--- src/rtl/hazard_forward_unit_if.sv ---
// -----------------------------------------------------------------------------
// hazard_forward_unit_if
//
// Bundle of the pipeline-side signals exchanged with hazard_forward_unit.
// The pipeline (master) drives decode/EX/MEM/WB information and receives
// enables, flush/bubble controls and the forwarded ALU operands.  The hazard
// unit itself connects through the slave modport.
//
// Signal summary (pipeline -> unit):
//   mem_hold                memory stage busy, freezes the whole pipeline
//   id_valid                decode slot holds a real instruction
//   id_rs, id_rd            decode source / destination register addresses
//   id_rs_used, id_rd_used  decode operand actually read
//   id_reg_write            decode instruction writes a register
//   id_mem_read             decode instruction is a load
//   ex_branch_taken         EX resolved a taken branch/jump
//   ex_rs_data, ex_rd_data  operands from the ID-EX register
//   mem_result              ALU result held in EX-MEM
//   wb_result               write-back data
// Signal summary (unit -> pipeline):
//   pc_en, fd_en            PC and IF-ID register enables
//   fd_flush                clear IF-ID to NOP
//   de_bubble               load NOP into ID-EX
//   fwd_src_sel/fwd_dst_sel 0 = register file, 1 = MEM, 2 = WB
//   src_fwd, dst_fwd        forwarded ALU operands
//   state                   0 RUN, 1 STALL, 2 FLUSH
//   stall_cnt               saturating count of stall + flush cycles
// -----------------------------------------------------------------------------
interface hazard_forward_unit_if #(
   parameter int REG_AW = 3,
   parameter int DATA_W = 16,
   parameter int CNT_W  = 16
);
   logic              mem_hold;
   logic              id_valid;
   logic [REG_AW-1:0] id_rs;
   logic [REG_AW-1:0] id_rd;
   logic              id_rs_used;
   logic              id_rd_used;
   logic              id_reg_write;
   logic              id_mem_read;
   logic              ex_branch_taken;
   logic [DATA_W-1:0] ex_rs_data;
   logic [DATA_W-1:0] ex_rd_data;
   logic [DATA_W-1:0] mem_result;
   logic [DATA_W-1:0] wb_result;

   logic              pc_en;
   logic              fd_en;
   logic              fd_flush;
   logic              de_bubble;
   logic [1:0]        fwd_src_sel;
   logic [1:0]        fwd_dst_sel;
   logic [DATA_W-1:0] src_fwd;
   logic [DATA_W-1:0] dst_fwd;
   logic [1:0]        state;
   logic [CNT_W-1:0]  stall_cnt;

   modport master (
      output mem_hold, id_valid, id_rs, id_rd, id_rs_used, id_rd_used,
             id_reg_write, id_mem_read, ex_branch_taken,
             ex_rs_data, ex_rd_data, mem_result, wb_result,
      input  pc_en, fd_en, fd_flush, de_bubble, fwd_src_sel, fwd_dst_sel,
             src_fwd, dst_fwd, state, stall_cnt
   );

   modport slave (
      input  mem_hold, id_valid, id_rs, id_rd, id_rs_used, id_rd_used,
             id_reg_write, id_mem_read, ex_branch_taken,
             ex_rs_data, ex_rd_data, mem_result, wb_result,
      output pc_en, fd_en, fd_flush, de_bubble, fwd_src_sel, fwd_dst_sel,
             src_fwd, dst_fwd, state, stall_cnt
   );
endinterface

--- src/rtl/hazard_forward_unit.sv ---
// -----------------------------------------------------------------------------
// hazard_forward_unit
//
// Hazard detection and operand forwarding for the five-stage pipeline.  A
// private scoreboard mirrors the instructions in EX, MEM and WB; from it the
// unit selects ALU operands (register file / MEM result / WB data) and drives
// PC / IF-ID enables, IF-ID flush and ID-EX bubble.  It also sequences the
// multi-cycle flush after a taken branch, freezes everything on mem_hold and
// counts bubble cycles in a saturating counter.
//
// Parameters:
//   REG_AW       register address width
//   DATA_W       operand width
//   FLUSH_DEPTH  IF-ID flush cycles after a taken branch/jump (1..7)
//   CNT_W        stall counter width
//
// Ports:
//   clk    rising-edge clock
//   RESET  asynchronous active-low reset
//   hfu    pipeline bundle (slave side), see hazard_forward_unit_if
//
// Build option:
//   HDU_LOAD_STALL_EN  when defined, load-use hazards stall decode (STALL
//                      state).  When undefined the toolchain is trusted to
//                      pad loads with two NOPs and STALL is never entered.
// -----------------------------------------------------------------------------
module hazard_forward_unit #(
   parameter int REG_AW      = 3,
   parameter int DATA_W      = 16,
   parameter int FLUSH_DEPTH = 2,
   parameter int CNT_W       = 16
) (
   input  logic                 clk,
   input  logic                 RESET,
   hazard_forward_unit_if.slave hfu
);

   typedef struct packed {
      logic              valid;
      logic [REG_AW-1:0] rs;
      logic [REG_AW-1:0] rd;
      logic              rs_used;
      logic              rd_used;
      logic              reg_write;
      logic              mem_read;
   } slot_t;

   typedef enum logic [1:0] {
      ST_RUN   = 2'd0,
      ST_STALL = 2'd1,
      ST_FLUSH = 2'd2
   } state_t;

   // Counter value loaded on a taken branch; the branch cycle itself is the
   // first flush cycle, so FLUSH lasts FLUSH_DEPTH-1 further cycles.
   localparam logic [2:0] FLUSH_RELOAD = 3'(FLUSH_DEPTH - 1);

   localparam logic [1:0] SEL_RF  = 2'd0;
   localparam logic [1:0] SEL_MEM = 2'd1;
   localparam logic [1:0] SEL_WB  = 2'd2;

   slot_t             ex_q, ex_d;
   slot_t             mem_q, mem_d;
   slot_t             wb_q, wb_d;
   slot_t             id_slot_s;
   state_t            state_q, state_d;
   logic [2:0]        flush_cnt_q, flush_cnt_d;
   logic [CNT_W-1:0]  stall_cnt_q, stall_cnt_d;

   logic              advance_s;
   logic              load_use_s;
   logic              pc_en_s;
   logic              fd_en_s;
   logic              fd_flush_s;
   logic              de_bubble_s;
   logic [1:0]        src_sel_s;
   logic [1:0]        dst_sel_s;
   logic [DATA_W-1:0] src_fwd_s;
   logic [DATA_W-1:0] dst_fwd_s;

   // A load in MEM has no data yet, so it never feeds the MEM path.
   function automatic logic mem_match(input slot_t s, input logic [REG_AW-1:0] addr);
      return s.valid & s.reg_write & ~s.mem_read & (s.rd == addr);
   endfunction

   // WB carries both ALU results and load data.
   function automatic logic wb_match(input slot_t s, input logic [REG_AW-1:0] addr);
      return s.valid & s.reg_write & (s.rd == addr);
   endfunction

   // Operand select with MEM taking priority over the older WB value.
   function automatic logic [1:0] fwd_sel(input slot_t m, input slot_t w,
                                          input logic used,
                                          input logic [REG_AW-1:0] addr);
      logic [1:0] sel;
      if (!used) begin
         sel = SEL_RF;
      end else if (mem_match(m, addr)) begin
         sel = SEL_MEM;
      end else if (wb_match(w, addr)) begin
         sel = SEL_WB;
      end else begin
         sel = SEL_RF;
      end
      return sel;
   endfunction

`ifdef HDU_LOAD_STALL_EN
   // True when a load sitting in slot s will write addr.
   function automatic logic load_match(input slot_t s, input logic [REG_AW-1:0] addr);
      return s.valid & s.reg_write & s.mem_read & (s.rd == addr);
   endfunction
`endif

   // Pack the decode-stage fields; a non-valid decode becomes an empty slot.
   always_comb begin
      id_slot_s = '0;
      if (hfu.id_valid) begin
         id_slot_s.valid     = 1'b1;
         id_slot_s.rs        = hfu.id_rs;
         id_slot_s.rd        = hfu.id_rd;
         id_slot_s.rs_used   = hfu.id_rs_used;
         id_slot_s.rd_used   = hfu.id_rd_used;
         id_slot_s.reg_write = hfu.id_reg_write;
         id_slot_s.mem_read  = hfu.id_mem_read;
      end else begin
         id_slot_s = '0;
      end
   end

   // Load-use detection against the loads still in EX or MEM.
`ifdef HDU_LOAD_STALL_EN
   always_comb begin
      load_use_s = hfu.id_valid &
                   ((hfu.id_rs_used & (load_match(ex_q, hfu.id_rs) | load_match(mem_q, hfu.id_rs))) |
                    (hfu.id_rd_used & (load_match(ex_q, hfu.id_rd) | load_match(mem_q, hfu.id_rd))));
   end
`else
   always_comb begin
      load_use_s = 1'b0;
   end
`endif

   // Forwarding selects for the instruction currently in EX.
   always_comb begin
      src_sel_s = fwd_sel(mem_q, wb_q, ex_q.valid & ex_q.rs_used, ex_q.rs);
      dst_sel_s = fwd_sel(mem_q, wb_q, ex_q.valid & ex_q.rd_used, ex_q.rd);
   end

   // Operand muxes driven by the selects.
   always_comb begin
      case (src_sel_s)
         SEL_MEM: src_fwd_s = hfu.mem_result;
         SEL_WB:  src_fwd_s = hfu.wb_result;
         default: src_fwd_s = hfu.ex_rs_data;
      endcase
      case (dst_sel_s)
         SEL_MEM: dst_fwd_s = hfu.mem_result;
         SEL_WB:  dst_fwd_s = hfu.wb_result;
         default: dst_fwd_s = hfu.ex_rd_data;
      endcase
   end

   // Control FSM next-state and pipeline controls.
   // Priority: reset > mem_hold > taken branch > load-use hazard.
   always_comb begin
      state_d     = state_q;
      flush_cnt_d = flush_cnt_q;
      pc_en_s     = 1'b1;
      fd_en_s     = 1'b1;
      fd_flush_s  = 1'b0;
      de_bubble_s = 1'b0;
      advance_s   = 1'b0;
      if (!RESET) begin
         // Controls sit at their idle values while reset is asserted,
         // independent of what the pipeline presents.
         advance_s = 1'b0;
      end else if (hfu.mem_hold) begin
         // Full freeze; a branch presented now is ignored.
         pc_en_s = 1'b0;
         fd_en_s = 1'b0;
      end else begin
         advance_s = 1'b1;
         case (state_q)
            ST_RUN, ST_STALL: begin
               if (hfu.ex_branch_taken) begin
                  fd_flush_s  = 1'b1;
                  de_bubble_s = 1'b1;
                  flush_cnt_d = FLUSH_RELOAD;
                  if (FLUSH_RELOAD != 3'd0) begin
                     state_d = ST_FLUSH;
                  end else begin
                     state_d = ST_RUN;
                  end
               end else if (load_use_s) begin
                  pc_en_s     = 1'b0;
                  fd_en_s     = 1'b0;
                  de_bubble_s = 1'b1;
                  state_d     = ST_STALL;
               end else begin
                  state_d = ST_RUN;
               end
            end
            ST_FLUSH: begin
               fd_flush_s  = 1'b1;
               de_bubble_s = 1'b1;
               if (hfu.ex_branch_taken) begin
                  flush_cnt_d = FLUSH_RELOAD;
                  if (FLUSH_RELOAD != 3'd0) begin
                     state_d = ST_FLUSH;
                  end else begin
                     state_d = ST_RUN;
                  end
               end else if (flush_cnt_q <= 3'd1) begin
                  flush_cnt_d = 3'd0;
                  state_d     = ST_RUN;
               end else begin
                  flush_cnt_d = flush_cnt_q - 3'd1;
                  state_d     = ST_FLUSH;
               end
            end
            default: begin
               flush_cnt_d = 3'd0;
               state_d     = ST_RUN;
            end
         endcase
      end
   end

   // Scoreboard shift: decode (or a bubble) enters EX, older slots age.
   always_comb begin
      ex_d  = ex_q;
      mem_d = mem_q;
      wb_d  = wb_q;
      if (advance_s) begin
         if (de_bubble_s) begin
            ex_d = '0;
         end else begin
            ex_d = id_slot_s;
         end
         mem_d = ex_q;
         wb_d  = mem_q;
      end else begin
         ex_d  = ex_q;
         mem_d = mem_q;
         wb_d  = wb_q;
      end
   end

   // Saturating count of every advancing cycle that inserts a bubble.
   always_comb begin
      stall_cnt_d = stall_cnt_q;
      if (advance_s && de_bubble_s && (stall_cnt_q != {CNT_W{1'b1}})) begin
         stall_cnt_d = stall_cnt_q + {{(CNT_W-1){1'b0}}, 1'b1};
      end else begin
         stall_cnt_d = stall_cnt_q;
      end
   end

   // State registers; reset clears slots, FSM and counters.
   always_ff @(posedge clk or negedge RESET) begin
      if (!RESET) begin
         ex_q        <= '0;
         mem_q       <= '0;
         wb_q        <= '0;
         state_q     <= ST_RUN;
         flush_cnt_q <= 3'd0;
         stall_cnt_q <= {CNT_W{1'b0}};
      end else begin
         ex_q        <= ex_d;
         mem_q       <= mem_d;
         wb_q        <= wb_d;
         state_q     <= state_d;
         flush_cnt_q <= flush_cnt_d;
         stall_cnt_q <= stall_cnt_d;
      end
   end

   assign hfu.pc_en       = pc_en_s;
   assign hfu.fd_en       = fd_en_s;
   assign hfu.fd_flush    = fd_flush_s;
   assign hfu.de_bubble   = de_bubble_s;
   assign hfu.fwd_src_sel = src_sel_s;
   assign hfu.fwd_dst_sel = dst_sel_s;
   assign hfu.src_fwd     = src_fwd_s;
   assign hfu.dst_fwd     = dst_fwd_s;
   assign hfu.state       = state_q;
   assign hfu.stall_cnt   = stall_cnt_q;

endmodule

--- src/flat_wrapper.sv ---
// flat-port wrapper written by rule: the top's interface ports become plain ports
module hazard_forward_unit_flat 
#(
   parameter int REG_AW      = 3,
   parameter int DATA_W      = 16,
   parameter int FLUSH_DEPTH = 2,
   parameter int CNT_W       = 16
)
  (clk, RESET, hfu_mem_hold, hfu_id_valid, hfu_id_rs, hfu_id_rd, hfu_id_rs_used, hfu_id_rd_used, hfu_id_reg_write, hfu_id_mem_read, hfu_ex_branch_taken, hfu_ex_rs_data, hfu_ex_rd_data, hfu_mem_result, hfu_wb_result, hfu_pc_en, hfu_fd_en, hfu_fd_flush, hfu_de_bubble, hfu_fwd_src_sel, hfu_fwd_dst_sel, hfu_src_fwd, hfu_dst_fwd, hfu_state, hfu_stall_cnt);
  hazard_forward_unit_if #(.REG_AW(REG_AW), .DATA_W(DATA_W), .CNT_W(CNT_W)) hfu_i ();
  input  logic clk;
  input  logic RESET;
  input wire logic [$bits(hfu_i.mem_hold)-1:0] hfu_mem_hold;
  input wire logic [$bits(hfu_i.id_valid)-1:0] hfu_id_valid;
  input wire logic [$bits(hfu_i.id_rs)-1:0] hfu_id_rs;
  input wire logic [$bits(hfu_i.id_rd)-1:0] hfu_id_rd;
  input wire logic [$bits(hfu_i.id_rs_used)-1:0] hfu_id_rs_used;
  input wire logic [$bits(hfu_i.id_rd_used)-1:0] hfu_id_rd_used;
  input wire logic [$bits(hfu_i.id_reg_write)-1:0] hfu_id_reg_write;
  input wire logic [$bits(hfu_i.id_mem_read)-1:0] hfu_id_mem_read;
  input wire logic [$bits(hfu_i.ex_branch_taken)-1:0] hfu_ex_branch_taken;
  input wire logic [$bits(hfu_i.ex_rs_data)-1:0] hfu_ex_rs_data;
  input wire logic [$bits(hfu_i.ex_rd_data)-1:0] hfu_ex_rd_data;
  input wire logic [$bits(hfu_i.mem_result)-1:0] hfu_mem_result;
  input wire logic [$bits(hfu_i.wb_result)-1:0] hfu_wb_result;
  output wire logic [$bits(hfu_i.pc_en)-1:0] hfu_pc_en;
  output wire logic [$bits(hfu_i.fd_en)-1:0] hfu_fd_en;
  output wire logic [$bits(hfu_i.fd_flush)-1:0] hfu_fd_flush;
  output wire logic [$bits(hfu_i.de_bubble)-1:0] hfu_de_bubble;
  output wire logic [$bits(hfu_i.fwd_src_sel)-1:0] hfu_fwd_src_sel;
  output wire logic [$bits(hfu_i.fwd_dst_sel)-1:0] hfu_fwd_dst_sel;
  output wire logic [$bits(hfu_i.src_fwd)-1:0] hfu_src_fwd;
  output wire logic [$bits(hfu_i.dst_fwd)-1:0] hfu_dst_fwd;
  output wire logic [$bits(hfu_i.state)-1:0] hfu_state;
  output wire logic [$bits(hfu_i.stall_cnt)-1:0] hfu_stall_cnt;
  assign hfu_i.mem_hold = hfu_mem_hold;
  assign hfu_i.id_valid = hfu_id_valid;
  assign hfu_i.id_rs = hfu_id_rs;
  assign hfu_i.id_rd = hfu_id_rd;
  assign hfu_i.id_rs_used = hfu_id_rs_used;
  assign hfu_i.id_rd_used = hfu_id_rd_used;
  assign hfu_i.id_reg_write = hfu_id_reg_write;
  assign hfu_i.id_mem_read = hfu_id_mem_read;
  assign hfu_i.ex_branch_taken = hfu_ex_branch_taken;
  assign hfu_i.ex_rs_data = hfu_ex_rs_data;
  assign hfu_i.ex_rd_data = hfu_ex_rd_data;
  assign hfu_i.mem_result = hfu_mem_result;
  assign hfu_i.wb_result = hfu_wb_result;
  assign hfu_pc_en = hfu_i.pc_en;
  assign hfu_fd_en = hfu_i.fd_en;
  assign hfu_fd_flush = hfu_i.fd_flush;
  assign hfu_de_bubble = hfu_i.de_bubble;
  assign hfu_fwd_src_sel = hfu_i.fwd_src_sel;
  assign hfu_fwd_dst_sel = hfu_i.fwd_dst_sel;
  assign hfu_src_fwd = hfu_i.src_fwd;
  assign hfu_dst_fwd = hfu_i.dst_fwd;
  assign hfu_state = hfu_i.state;
  assign hfu_stall_cnt = hfu_i.stall_cnt;
  hazard_forward_unit #(.REG_AW(REG_AW), .DATA_W(DATA_W), .FLUSH_DEPTH(FLUSH_DEPTH), .CNT_W(CNT_W)) u_core (.clk(clk), .RESET(RESET), .hfu(hfu_i));
endmodule
--- config.mk ---
export PLATFORM = sky130hd
export DESIGN_NAME = hazard_forward_unit_flat
export DESIGN_NICKNAME = d
export VERILOG_FILES = /design/src/rtl/hazard_forward_unit_if.sv /design/src/rtl/hazard_forward_unit.sv /design/src/flat_wrapper.sv
export SDC_FILE = /design/constraint.sdc
export NUM_CORES = 1
export LEC_CHECK = 0
export ABC_AREA = 0
export BUFFER_PORTS_ARGS = -buffer_cell sky130_fd_sc_hd__clkbuf_2
export CORE_AREA = 2 2 58 115
export CTS_CLUSTER_SIZE = 24
export DETAILED_ROUTE_END_ITERATION = 16
export DIE_AREA = 0 0 60 117
export PLACE_DENSITY = 0.79
export SETUP_SLACK_MARGIN = 0.3
export SYNTH_ARGS = -nofsm -noshare
export SYNTH_HDL_FRONTEND = slang
export SYNTH_SLANG_ARGS = --single-unit
--- constraint.sdc ---
create_clock -name clk -period 2.9 [get_ports clk]
set_input_delay 0.87 -clock clk [delete_from_list [all_inputs] [get_ports clk]]
set_output_delay 0.87 -clock clk [all_outputs]
set_load 0.02 [all_outputs]
# ---- Word level (Yosys, flattened, before mapping)
# Index checks and enable logic that the tools add are counted.
dict set report word_totals {
  ff_bits 43
  input_bits 79
  output_inout_bits 58
  elab_cells 74
}
dict set report classes {
  add_sub_neg 2
  magnitude_cmp 1
  eq_ne 12
  muxes 25
  bitwise_logic 11
  n_reduce_logical 6
}
# operator n
set op_table {}
lappend op_table {{$pmux 16 s2} 2}
lappend op_table {{$mux 11} 2}
lappend op_table {{$mux 2} 9}
lappend op_table {{$add 16x1->16 const B} 1}
lappend op_table {{$ne 16x16->1 const B} 1}
lappend op_table {{$eq 3x3->1} 4}
lappend op_table {{$and 1x1->1} 9}
lappend op_table {{$mux 3} 3}
lappend op_table {{$eq 2x1->1 const B} 3}
lappend op_table {{$eq 2x2->1 const B} 3}
lappend op_table {{$mux 1} 6}
lappend op_table {{$pmux 3 s2} 1}
lappend op_table {{$pmux 2 s2} 1}
lappend op_table {{$le 3x1->1 const B} 1}
lappend op_table {{$reduce_and 3->1} 1}
lappend op_table {{$sub 3x1->3 const B} 1}
lappend op_table {{$logic_and 1x1->1} 2}
lappend op_table {{$logic_not 2->1} 1}
lappend op_table {{$ne 2x2->1 const B} 1}
lappend op_table {{$not 1->1} 2}
lappend op_table {{$pmux 1 s2} 1}
lappend op_table {{$reduce_and 2->1} 1}
lappend op_table {{$reduce_or 2->1} 1}

# ---- Logic depth before layout (Yosys ltp)
# Gate-level depths: netlist of the first run.
dict set report depth {
  ltp_word 7
  depth_mapped 9
  mapped_depth_nobuf 7
}

# ---- Worst setup path after synthesis of the first run
# OpenSTA, ideal clock, no wires.
dict set report synth_path {
  path_type {register to output}
  startpoint {register u_core.wb_q[6] (netlist bit)}
  endpoint {output hfu_dst_fwd[10]}
  arrival_ps 2428
  required_ps 2030
  setup_slack_ps -398
  path_stages_with_launch 9
  path_buffers 2
  path_cell_list {dfrtp_1 > xor2_1 > nor4_1 > and3_1 > ha_1 > clkbuf_1 > clkbuf_1 > a22oi_1 > o21ai_0}
}
dict set report synth_via {
  elab_chain_cells 7
  elab_cells_between_ends 8
  classes_between {eq/ne (3); mux (4); bitwise (1)}
}
# item line
set synth_lines {}
lappend synth_lines {{from (decl)} hazard_forward_unit.sv:64} ;# slot_t wb_q, wb_d;
lappend synth_lines {{from (signal assigned)} hazard_forward_unit.sv:272} ;# wb_q <= wb_d;
lappend synth_lines {{$eq 3x3->1 *} hazard_forward_unit.sv:88} ;# return s.valid & s.reg_write & (s.rd == addr);
lappend synth_lines {{$and 1x1->1 *} hazard_forward_unit.sv:88}
lappend synth_lines {{$mux 2 *} hazard_forward_unit.sv:100} ;# end else if (wb_match(w, addr)) begin
lappend synth_lines {{$mux 2 *} hazard_forward_unit.sv:98} ;# end else if (mem_match(m, addr)) begin
lappend synth_lines {{$mux 2 *} hazard_forward_unit.sv:96} ;# if (!used) begin
lappend synth_lines {{net hfu_fwd_dst_sel[1]} flat_wrapper.sv:31} ;# output wire logic [$bits(hfu_i.fwd_dst_sel)-1:0] hfu_fwd_dst_sel;
lappend synth_lines {{$eq 2x2->1 or $eq 2x1->1 (tied branches)} hazard_forward_unit.sv:157} ;# case (dst_sel_s)
lappend synth_lines {{$pmux 16 s2 *} hazard_forward_unit.sv:157}
lappend synth_lines {{to (decl)} flat_wrapper.sv:33} ;# output wire logic [$bits(hfu_i.dst_fwd)-1:0] hfu_dst_fwd;
# The timed path passes the listed nets; every way through them passes the cells marked *.

# ---- Final worst setup path of the first run
dict set report layout_path {
  startpoint {register u_core.wb_q[5] (netlist bit)}
  endpoint {output hfu_dst_fwd[15]}
}
dict set report layout_via {
  elab_chain_cells 7
  elab_cells_between_ends 8
  classes_between {eq/ne (3); mux (4); bitwise (1)}
}
# item line
set layout_lines {}
lappend layout_lines {{$eq 3x3->1 *} hazard_forward_unit.sv:88}
lappend layout_lines {{$and 1x1->1 *} hazard_forward_unit.sv:88}
lappend layout_lines {{$mux 2 *} hazard_forward_unit.sv:100}
lappend layout_lines {{$mux 2 *} hazard_forward_unit.sv:98}
lappend layout_lines {{$mux 2 *} hazard_forward_unit.sv:96}
lappend layout_lines {{$eq 2x2->1 or $eq 2x1->1 (tied branches)} hazard_forward_unit.sv:157}
lappend layout_lines {{$pmux 16 s2 *} hazard_forward_unit.sv:157}
# Mark *: on every way between the ends. The rest lies on a longest branch, timed or not.

==> impl_metrics.tcl, run 1 <==
set metrics [dict create \
    status "finished, violations left" \
    violations "negative setup slack" \
    stdcell_area_um2 4730 \
    drc 0 \
    clk_path_buf_depth 2 \
    crit_fanout 8 \
    wirelength_mm 10.33 \
    final_max_slew_viol_count 0 \
    nets 559 \
    numCtsBuffers 5 \
    setup.worst_path.class "flip-flop to output pin" \
    synth_edf_count 0 \
    area_delta_synth_final_pct 70.89 \
    grt_pass1_wl_mm 14.35 \
    fin_crit_sh_pct 106.3 \
    setup_viol 32 \
    cp_data_arrival_time_ns 2.21 \
    cts.clk_slew.worst_paths_ns 0.06 \
    core_area_um2 6207 \
    clk_latency_ns 0.28 \
    antenna_cells 0 \
    overflow 0 \
    dp_slack_ns -0.04350 \
    die_y_um 117 \
    worstSetupEndpointType "output pin" \
    fmax_mhz 324.3 \
    setup_tns_ns -4.549 \
    syn_area_per_cell_um2 8.622 \
    synth_seq_cells 42 \
    fillers 426 \
    drv_cap 0 \
    setup_slack_ns -0.1840 \
    synth.area.top_cells "dfrtp_1 (38%), nand2_1 (11%), a22oi_1 (8.7%), xnor2_1 (5.1%), o21ai_0 (3.8%)" \
    grt_max_degree 44 \
    yosysWarnings 0 \
    die_w_um 60 \
    finish.utilization_pct 76.19 \
    die-area_um2 7020 \
    antenna_found_initial 0 \
    synth-seq-area-share_pct 37.97 \
    maxSlewHeadroom_pct 65.38 \
    synth_ff_type "dfrtp_1" \
    synth_largest_area_cell "dfrtp_1" \
    ant_nets 0 \
    yosysUniqueCellTypes 45 \
    fin_skew_ns 0.006621 \
    hold_violations 0 \
    rsz0062_at_grt "yes" \
    gp_congestion 0.8337 \
    port_buffers 135 \
    firstDrtPassIters 5 \
    ios 137 \
    initial_core_util_pct 44.59 \
    p_per_area_nw_per_um2 410.0 \
    ys_top_cells_by_count "nand2_1 (78), dfrtp_1 (42), a22oi_1 (32)" \
    synth_cells 321 \
    max-vdd-ir-drop_uv 382.1 \
    synth_fp_nets 407 \
    cts_tree "yes" \
    synth.most_common_cell "nand2_1" \
    dp_hpwl_mm 6.458 \
    hold_path.class "flip-flop to flip-flop" \
    track_usage_pct 26.40 \
    netlist_area_um2 2768 \
    finalCriticalPeriod_ns 3.084 \
    rows 41 \
    cts_hold_buffers 0 \
    drive_gt1_share_pct 57.81 \
    routed_via_density 5.834 \
    htree_levels 2 \
    placed_cell_area_um2 3897 \
    synth.top_cell.area_share_pct 37.97 \
    grt_pass1_vias 2954 \
    worstMarginPinSlew_ns 0.5193 \
    critPathRequiredTime_ns 2.03 \
    cts_root_buf "clkbuf_16" \
    hold_slack_ns 0.4826 \
    drtIter0Drc 260 \
    p_leak_nw 2.206 \
    clock-sinks 42 \
    num_vias 3267 \
    drt-wirelength-per-cell_um 18.45 \
    startpoint_type "flip-flop" \
    async_flop_share_pct 100.0 \
]
## final cells by class
| class | count | area [um2] | area share (%) |
|---|---|---|---|
| well taps | 86 | 107.6 | 2.275 |
| inverters | 2 | 7.507 | 0.1587 |
| flip-flops and latches | 42 | 1055 | 22.30 |
| multi-input cells | 255 | 2121 | 44.84 |
| clock inverters | 2 | 37.54 | 0.7937 |
| clock buffers | 6 | 128.9 | 2.725 |
| repair buffers | 167 | 1272 | 26.90 |
## state kept, by name, summed over array words and instances (netlist names)
name,cells
u_core.mem_q,6
u_core.flush_cnt_q,3
u_core.hfu.state,1
u_core.ex_q,11
u_core.wb_q,5
u_core.hfu.stall_cnt,16
## critical path, stage by stage, from the launching register on
cell	delay (ns)
dfrtp_1	0.41
xor2_1	0.18
nor4_2	0.31
and3_4	0.26
ha_4	0.18
buf_8	0.15
a22oi_2	0.09
o21ai_2	0.19
clkbuf_8	0.17
## final timing paths
| check | from | to | slack [ns] | depth (start not counted) |
|---|---|---|---|---|
| min in group asynchronous | RESET | u_core.hfu.stall_cnt[4] | 0.77 | 2 |
| worst max-delay path | u_core.wb_q[5] | hfu_dst_fwd[15] | -0.18 | 8 |
| worst min-delay path | u_core.ex_q[0] | u_core.mem_q[0] | 0.48 | 2 |
| worst max register to register | u_core.hfu.stall_cnt[0] | u_core.hfu.stall_cnt[10] | 1.21 | 5 |
| worst min register to register | u_core.ex_q[0] | u_core.mem_q[0] | 0.48 | 2 |
| max in group asynchronous | RESET | u_core.ex_q[7] | 1.75 | 2 |
## cells in the final DEF (no fill, tap or decap), types with 2 or more instances in the layout
master     instances
clkbuf_16          6
a21oi_1            3
o21ai_2           14
mux2_4             2
ha_1               3
dfrtp_2            3
xnor2_2            2
clkbuf_2         107
nand2_2            5
buf_6             10
nor2_1             4
and3_1             3
buf_8             10
a22oi_2           31
nor2b_1            2
and4_1             3
and3_2             3
ha_4               3
buf_4             19
xor2_1             7
a22o_1            10
nand4_1            7
o21ai_0            3
nor4_2             2
and4_4             2
clkbuf_8          15
nand3_1           13
o21ai_4           18
and3_4             4
nand2_1           73
nand4b_1           2
inv_1              2
buf_12             5
dfrtp_1           39
xnor2_1           14
nor2_2             2
## logic make-up (layout without fill, tap and decap cells)
group                      count (synthesis)  in the layout  share of synthesized area, %
other                                      1              1                        0.1355
xor gates and xnor gates                  23             23                         7.278
adders and majority gates                  7              7                         3.164
buffers and inverters                     24            177                         3.978
DFF                                       42             42                         37.97
AOI/OAI and AO/OA                         87             87                         20.52
and+or+nand+nor                          134            134                         25.45
muxes                                      3              3                         1.492
## power breakdown
group / leakage (nW) / internal, mW / switching (mW)
Combinational: 1.57 / 0.250 / 0.300
Clock: 0.0771 / 0.406 / 0.215
Sequential: 0.562 / 0.666 / 0.101
## per-layer routing
layer / up-vias / track usage (%) / share of wire (%)
li1: 1469 / - / -
met1: 1560 / 34.39 / 38
met5: - / 0 / 0
met2: 186 / 41.45 / 52
met4: 0 / 11.11 / 3.7
met3: 52 / 6.154 / 6.2
## stage by stage
step / std cells / power [mW]
floorplan: 321 / 1.065
global placement: 530 / 1.248
CTS: 556 / 1.925
finish: 560 / 1.939
detailed placement: 530 / 1.261
global route: 560 / 2.046
## timing repair
action | CTS | global route
pin swaps | 19 | 11
cloned | 0 | 1
resized for setup | 75 | 41
buffers inserted | 18 | 3
endpoints found under the setup margin | 33 | 36
Note: power is estimated with default switching activity, not from simulation.
==> run 2, diff against run 1 <==
Settings changed: REMOVE_ABC_BUFFERS set to 1, TNS_END_PERCENT set to 30.
==> run 2 against run 1 <==
Against the previous run:
- the flow still finishes with violations (negative setup slack)
- flip-flop and latch count unchanged
- register-to-register slack about the same
- critical path depth increased by 1
- sequential power increased by 1%
- count of clock-buffer cells in the layout decreased by 1
- final area decreased by 5.6%
==> impl_metrics.tcl, run 2 (same netlist as run 1, synthesis figures left out) <==
set metrics [dict create \
    status "finished, violations left" \
    violations "negative setup slack" \
    multiInputGateArea_um2 1998 \
    dp_hpwl_mm 5.663 \
    hold_violations 0 \
    fmax_mhz 311.4 \
    cts_tree "yes" \
    power_mw 1.849 \
    setup_viol 32 \
    holdPathStages 2 \
    fin_cells 551 \
    core_area_um2 6207 \
    p_per_area_nw_per_um2 414.1 \
    rr_endpoint "u_core.hfu.stall_cnt[10]" \
    gp_congestion 0.8701 \
    clk_path_buf_depth 2 \
    r2r_start "u_core.hfu.stall_cnt[0]" \
    num_vias 3244 \
    placed_cell_area_um2 3588 \
    area_delta_synth_final_pct 61.30 \
    antenna_found_initial 0 \
    fin_skew_ns 0.005064 \
    maxSlewHeadroom_pct 64.50 \
    regToRegSetupSlack_ns 1.21 \
    grt_use_met1_pct 33.83 \
    grt_pass1_vias 2708 \
    die_y_um 117 \
    worstRegToRegCells 5 \
    clk_latency_ns 0.28 \
    worstMarginPinSlew_ns 0.5326 \
    drt-wirelength-per-cell_um 18.22 \
    cts_root_buf "clkbuf_16" \
    cp_data_arrival_time_ns 2.34 \
    die-area_um2 7020 \
    rows 41 \
    ios 137 \
    setup_slack_ns -0.3112 \
    cts_hold_buffers 0 \
    drtIter0Drc 294 \
    wirelength_mm 10.04 \
    fin_crit_sh_pct 110.7 \
    layout_commonest_cell "clkbuf_2" \
    die_w_um 60 \
    regArea_um2 1055 \
    max-vdd-ir-drop_uv 279.6 \
    clock-sinks 42 \
    p_leak_nw 2.121 \
    critPathRequiredTime_ns 2.03 \
    drv_cap 0 \
    firstDrtPassIters 5 \
    hold_slack_ns 0.4827 \
    htree_levels 2 \
    top_usage_layer "met2" \
    cts.clk_slew.worst_paths_ns 0.06 \
    hp-start "u_core.ex_q[1]" \
    finalCriticalPeriod_ns 3.211 \
    crit_fanout 8 \
    final_max_slew_viol_count 0 \
    hold_end "u_core.mem_q[1]" \
    grtUsageMet2_pct 35.72 \
    setup_tns_ns -6.965 \
    rsz0062_at_grt "yes" \
    fillers 424 \
    startpoint_type "flip-flop" \
    largest_reg_flops 16 \
    drive_gt1_share_pct 53.98 \
    drc 0 \
    met3_usage_pct 4.945 \
    nets 551 \
    track_usage_pct 23.69 \
    numCtsBuffers 5 \
    routed_via_density 5.887 \
    finish.utilization_pct 71.92 \
    overflow 0 \
    grt_max_degree 43 \
    grt_pass1_wl_mm 13.00 \
    setup.worst_path.class "flip-flop to output pin" \
    ant_nets 0 \
    dp_slack_ns -0.04379 \
    layout_common_cells "clkbuf_2 (103), nand2_1 (76), dfrtp_1 (39), a22oi_2 (27), buf_4 (18)" \
    initial_core_util_pct 44.59 \
    stdcell_area_um2 4464 \
    timing.critical_path.from "u_core.ex_q[6]" \
    worstSetupEndpointType "output pin" \
    place_inst 532 \
    antenna_cells 0 \
    hold_path.class "flip-flop to flip-flop" \
    port_buffers 135 \
]
==> run 2: cell types whose count changed in the layout (fill, tap and decap cells not counted), sizes merged <==
cell and delta:
bufinv -1, clkinv +2, clkbuf -9, clkinvlp -1
==> run 2: timing repair <==
action | 4_1_cts | 5_1_grt
pin swaps | 15 | 25
setup endpoints to repair | 32 | 35
gates resized for setup | 86 | 82
buffers inserted | 4 | 3
cloned | 2 | 3
==> run 2: worst max-delay path by stage <==
stage	endpoint	slack (ns)
3_3_place_gp	hfu_dst_fwd[10]	0.06
4_1_cts	hfu_src_fwd[10]	-0.13
3_5_place_dp	hfu_src_fwd[3]	-0.04
2_1_floorplan	hfu_src_fwd[0]	-0.25
6_report	hfu_dst_fwd[0]	-0.31
5_1_grt	hfu_src_fwd[9]	-0.33
==> run 2: layout make-up <==
cell class / count / area share [%]
Timing Repair Buffer: 159 / 26.01
Tap cell: 86 / 2.410
Multi-Input combinational cell: 255 / 44.76
Inverter: 2 / 0.1682
Sequential cell: 42 / 23.63
Clock buffer: 5 / 2.803
Clock inverter: 2 / 0.2242
==> run 2: per-layer routing <==
metal	up-vias	share of wire, %
met5	-	0
met4	0	5.0
met3	54	7.3
met2	209	50
met1	1529	38
li1	1452	-
==> run 2: critical path, cell delays in order, from the launching register on <==
cell       delay, ns
dfrtp_2         0.45
buf_12          0.14
xnor2_2         0.18
and4_1          0.23
and3_1          0.27
ha_4            0.19
clkbuf_16       0.16
a22oi_2         0.08
o21ai_1         0.15
clkbuf_4        0.19
==> run 2: power by group <==
| group | internal, mW | switching [mW] | total [mW] |
|---|---|---|---|
| Sequential | 0.666 | 0.110 | 0.776 |
| Clock | 0.311 | 0.219 | 0.530 |
| Combinational | 0.240 | 0.302 | 0.542 |
| Total | 1.22 | 0.632 | 1.85 |
